==> src/rtl/onehot_encoder_fifo.sv <==
// onehot_encoder_fifo
//   Accepts a 16-line one-hot vector from the decoder. Legal vectors are
//   encoded back to their index and buffered in a small first-word-fall-through
//   FIFO. Illegal vectors are consumed, dropped, and raise a sticky Err flag.
//
//   Optional build macro ONEHOT_PRIORITY_EN: multi-hot vectors become legal and
//   encode to their lowest set index; only an all-zero vector is illegal.
//   Without the macro, exactly one set bit is required.
module onehot_encoder_fifo #(
  parameter int LINES  = 16,
  parameter int CODE_W = 4,
  parameter int DEPTH  = 4
) (
  input  logic                     Clk,
  input  logic                     Rst,
  input  logic [0:LINES-1]         X,
  input  logic                     X_Valid,
  output logic                     X_Ready,
  output logic [CODE_W-1:0]        Code,
  output logic                     Code_Valid,
  input  logic                     Code_Ready,
  output logic [$clog2(DEPTH):0]   Count,
  output logic                     Err
);

  localparam int PTR_W = $clog2(DEPTH);
  localparam int CNT_W = PTR_W + 1;

  logic [PTR_W-1:0]  rd_ptr_q, rd_ptr_d;
  logic [PTR_W-1:0]  wr_ptr_q, wr_ptr_d;
  logic [CNT_W-1:0]  count_q, count_d;
  logic              err_q, err_d;
  logic [CODE_W-1:0] mem_q [DEPTH];
  logic [CODE_W-1:0] mem_d [DEPTH];

  logic [LINES-1:0]  x_vec;
  logic [CODE_W-1:0] enc;
  logic              any_set;
  logic              multi_set;
  logic              legal;
  logic              accept;
  logic              push;
  logic              pop;

  // Classify the input vector and find its lowest set index.
  always_comb begin
    x_vec = '0;
    enc   = '0;
    for (int i = 0; i < LINES; i++) begin
      x_vec[i] = X[i];
    end
    for (int i = LINES - 1; i >= 0; i--) begin
      if (x_vec[i]) enc = CODE_W'(i);
    end
    any_set   = |x_vec;
    // Clearing the lowest set bit leaves something only if two or more were set.
    multi_set = |(x_vec & (x_vec - LINES'(1)));
`ifdef ONEHOT_PRIORITY_EN
    legal = any_set;
`else
    legal = any_set & ~multi_set;
`endif
  end

  // Handshakes and outputs; all outputs derive from registered state only.
  always_comb begin
    X_Ready    = (count_q != CNT_W'(DEPTH));
    Code_Valid = (count_q != '0);
    Code       = Code_Valid ? mem_q[rd_ptr_q] : '0;
    Count      = count_q;
    Err        = err_q;
    accept     = X_Valid & X_Ready;
    push       = accept & legal;
    pop        = Code_Valid & Code_Ready;
  end

  // Next-state for pointers, occupancy, error flag and storage.
  always_comb begin
    rd_ptr_d = rd_ptr_q;
    wr_ptr_d = wr_ptr_q;
    count_d  = count_q;
    err_d    = err_q;
    mem_d    = mem_q;
    if (push) begin
      mem_d[wr_ptr_q] = enc;
      wr_ptr_d        = wr_ptr_q + PTR_W'(1);
    end
    if (pop) begin
      rd_ptr_d = rd_ptr_q + PTR_W'(1);
    end
    case ({push, pop})
      2'b10:   count_d = count_q + CNT_W'(1);
      2'b01:   count_d = count_q - CNT_W'(1);
      default: count_d = count_q;
    endcase
    if (accept && !legal) begin
      err_d = 1'b1;
    end
  end

  // Control state register with synchronous reset.
  always_ff @(posedge Clk) begin
    if (Rst) begin
      rd_ptr_q <= '0;
      wr_ptr_q <= '0;
      count_q  <= '0;
      err_q    <= 1'b0;
    end else begin
      rd_ptr_q <= rd_ptr_d;
      wr_ptr_q <= wr_ptr_d;
      count_q  <= count_d;
      err_q    <= err_d;
    end
  end

  // Storage has no reset; entries are only visible once counted as valid.
  always_ff @(posedge Clk) begin
    mem_q <= mem_d;
  end

endmodule

==> config.mk <==
export PLATFORM = sky130hd
export DESIGN_NAME = onehot_encoder_fifo
export DESIGN_NICKNAME = d
export VERILOG_FILES = /design/src/rtl/onehot_encoder_fifo.sv
export SDC_FILE = /design/constraint.sdc
export NUM_CORES = 1
export LEC_CHECK = 0
export ABC_AREA = 1
export ABC_CLOCK_PERIOD_IN_PS = 2230
export BUFFER_PORTS_ARGS = -buffer_cell sky130_fd_sc_hd__buf_2
export CAP_MARGIN = 20
export CELL_PAD_IN_SITES_DETAIL_PLACEMENT = 1
export CELL_PAD_IN_SITES_GLOBAL_PLACEMENT = 1
export CORE_MARGIN = 1
export CORE_UTILIZATION = 35
export DETAILED_ROUTE_END_ITERATION = 10
export PLACE_DENSITY_LB_ADDON = 0.1
export RECOVER_POWER = 50
export SLEW_MARGIN = 10
export SYNTH_ARGS = -nofsm -noshare
export SYNTH_HDL_FRONTEND = slang
export SYNTH_SLANG_ARGS = --single-unit
==> constraint.sdc <==
create_clock -name Clk -period 2.23 [get_ports Clk]
set_input_delay 0.446 -clock Clk [delete_from_list [all_inputs] [get_ports Clk]]
set_output_delay 0.446 -clock Clk [all_outputs]
set_load 0.005 [all_outputs]
==> results.py <==
metrics = {
    "yosys": {
        "yosys-top-cells-area": "edfxtp_1 (32%), nor2_1 (11%), dfxtp_1 (11%), nand2_1 (10%), inv_1 (7.3%)",
        "synth_area_mm2": 0.001491,
        "netlist.area_leader.share_pct": 32.21,
        "synth_top_area_cell": "edfxtp_1",
        "syn_area_per_cell_um2": 7.457,
        "yosysSeqAreaShare_pct": 42.95,
        "synthCells": 200,
        "syn_nets": 226,
        "ys_ff_latch": 24,
        "ys_types": 24,
        "yosys_warnings": 0,
    },
    "sta": {
        "tns_ns": 0,
        "finalHoldViolCount": 0,
        "fin_worst_skew_ns": 0.01424,
        "holdWs_ns": 0.3643,
        "min_period_ns": 2.197,
        "fmax_mhz": 455.1,
        "rsz0062_at_grt": "true",
        "post-route-period-util_pct": 98.54,
        "slew_headroom_pct": 72.36,
        "finalSetupViolCount": 0,
        "setup_slack_ns": 0.03260,
        "worst_pin_slew_ns": 0.4110,
        "slew_violations": 0,
    },
    "route": {
        "wl_per_cell_um": 13.09,
        "drt_iter0_markers": 17,
        "ant_nets": 0,
        "drt_pass1_iterations": 4,
        "vias": 1474,
        "wl_mm": 4.058,
        "vias_per_cell": 4.755,
        "drc_errors": 0,
    },
    "cts": {
        "htreeDepth": 1,
        "cts_buffers": 3,
        "clock_path_buffers": 2,
        "clk_pin_slew_ns": 0.09,
        "clk_latency_ns": 0.27,
        "clock_sinks": 24,
        "cts_root_buffer": "clkbuf_8",
        "holdBufCountCts": 0,
        "cts_tree": "yes",
    },
    "pwr": {
        "p_leak_nw": 0.9224,
        "power_density_mw_per_mm2": 430.6,
        "power_uw": 888.4,
        "peakVddDrop_v": 0.0002704,
    },
    "grt": {
        "grt_pass1_wl_mm": 6.147,
        "antenna_found_initial": 0,
        "grt_pass1_vias": 1406,
        "grt_max_degree": 14,
        "grt-ovfl-total": 0,
        "grt_usage_pct": 18.42,
    },
    "setup_path": {
        "crit_arrival_ns": 2.40,
        "crit_fanout": 5,
        "worstSetupStartpointType": "input port",
        "crit_chain": "buf_8 -> nor2_4 -> nand2_4 -> nand2_2 -> nand3_2 -> nor2_2 -> nand2_2 -> nor2_4 -> nand3_4 -> ha_4 -> inv_4 -> fa_1 -> nor2_2 -> a21oi_2 -> nor2_1",
        "critical_path_required_ns": 2.44,
        "cp_slowest_stage_delay_ns": 0.42,
        "critPathKind": "input port to flip-flop",
        "cpMaxStageDelayCell": "fa_1",
        "endpoint_kind": "flip-flop",
    },
    "die": {
        "rows": 23,
        "core_mm2": 0.004058,
        "die_h_um": 67.28,
        "boundaryPins": 30,
        "start_util_pct": 36.76,
        "die_area_mm2": 0.004527,
        "die_w_um": 67.28,
    },
    "placement": {
        "place_area_mm2": 0.001878,
        "io_buffers": 29,
        "dpl.hpwl_mm": 3.238,
        "post-place-ws_ns": -0.3481,
        "placed_cells_incl_taps": 302,
        "gp_congestion": 0.8129,
    },
    "layout": {
        "stdcell_area_mm2": 0.002063,
        "final_net_count": 287,
        "finalNonFillerCells": 310,
        "final_cell_mix": "nor2_1 (39), nand2_1 (32), inv_1 (28), buf_4 (26), buf_2 (24)",
        "final_common_cell": "nor2_1",
        "post-route-util_pct": 50.85,
        "antenna_cells": 0,
        "drive_gt1_share_pct": 34.62,
        "syn_to_final_growth_pct": 38.34,
    },
    "outcome": {
        "outcome": "complete, no violations",
    },
    "run": {
        "maxCapViolCount": 0,
    },
    "hold_path": {
        "hold_class": "input port to flip-flop",
    },
}
## cells in the mapped netlist
master / n
a21boi_0: 2
clkbuf_1: 1
inv_1: 29
o21ai_0: 17
nor2_4: 4
clkinv_1: 1
nor3_1: 2
nand3_2: 2
nand3_4: 1
nand2_1: 40
edfxtp_1: 16
nand2_4: 1
ha_1: 5
dfxtp_1: 8
and2_1: 1
a31oi_1: 2
fa_1: 1
nor2_2: 1
nand4_1: 1
nand3_1: 3
inv_2: 2
nor2_1: 45
a21oi_1: 14
o21ai_1: 1
## repair_timing
| action | 4_1_cts | 5_1_grt |
|---|---|---|
| buffers inserted | 1 | 3 |
| pin swaps | 2 | 16 |
| endpoints found under the setup margin | 2 | 2 |
| resized for setup | 5 | 28 |
| gates cloned | 0 | 0 |
## layer usage
metal / GRT usage (%) / routed length [µm] / part of all wire, %
met1: 21.17 / 1743 / 43
met2: 34.38 / 2175 / 54
met3: 2.027 / 89 / 2.2
met4: 7.181 / 49 / 1.2
met5: 0 / 0 / 0
## flip-flops by register name (all words and copies together) (netlist names)
| register | flops |
|---|---|
| mem_q | 16 |
| rd_ptr_q | 2 |
| Count | 3 |
| Err | 1 |
| wr_ptr_q | 2 |
## worst max-delay path: cells and delay by family
kind | cells | cell delay [ns]
AOI/OAI and AO/OA | 1 | 0.04
adders and majority gates | 2 | 0.59
buffers and inverters | 2 | 0.15
and+or+nand+nor | 10 | 1.17
## layout make-up
type / instances / area, µm²
Fill cell: 538 / 1994
Multi-Input combinational cell: 143 / 814.5
Sequential cell: 24 / 640.6
Timing Repair Buffer: 57 / 367.9
Inverter: 32 / 122.6
Tap cell: 50 / 62.56
Clock buffer: 4 / 55.05
## final timing paths
| path | start | to | slack (ns) | cells after the start |
|---|---|---|---|---|
| setup / recovery | X[1] | Count[1] | 0.03 | 15 |
| hold / removal | Rst | Count[1] | 0.36 | 2 |
| setup reg to reg | Count[0] | Count[2] | 0.19 | 11 |
| hold reg to reg | Err | Err | 0.52 | 2 |
## logic make-up after synthesis
group                    count (synthesis)  share of synthesized area (%)
AND/OR/NAND/NOR                        101                          30.62
AO/OA/AOI/OAI                           36                          12.58
flip-flops                              24                          42.95
adder cells (fa/ha/maj)                  6                          5.537
buffers and inverters                   33                          8.305
## report_power, final
| part | switching [mW] | leakage [nW] | internal [mW] |
|---|---|---|---|
| Combinational | 0.0697 | 0.673 | 0.0550 |
| Clock | 0.133 | 0.0288 | 0.157 |
| Sequential | 0.000677 | 0.221 | 0.473 |
No activity file was read; power rests on OpenSTA's default activity.
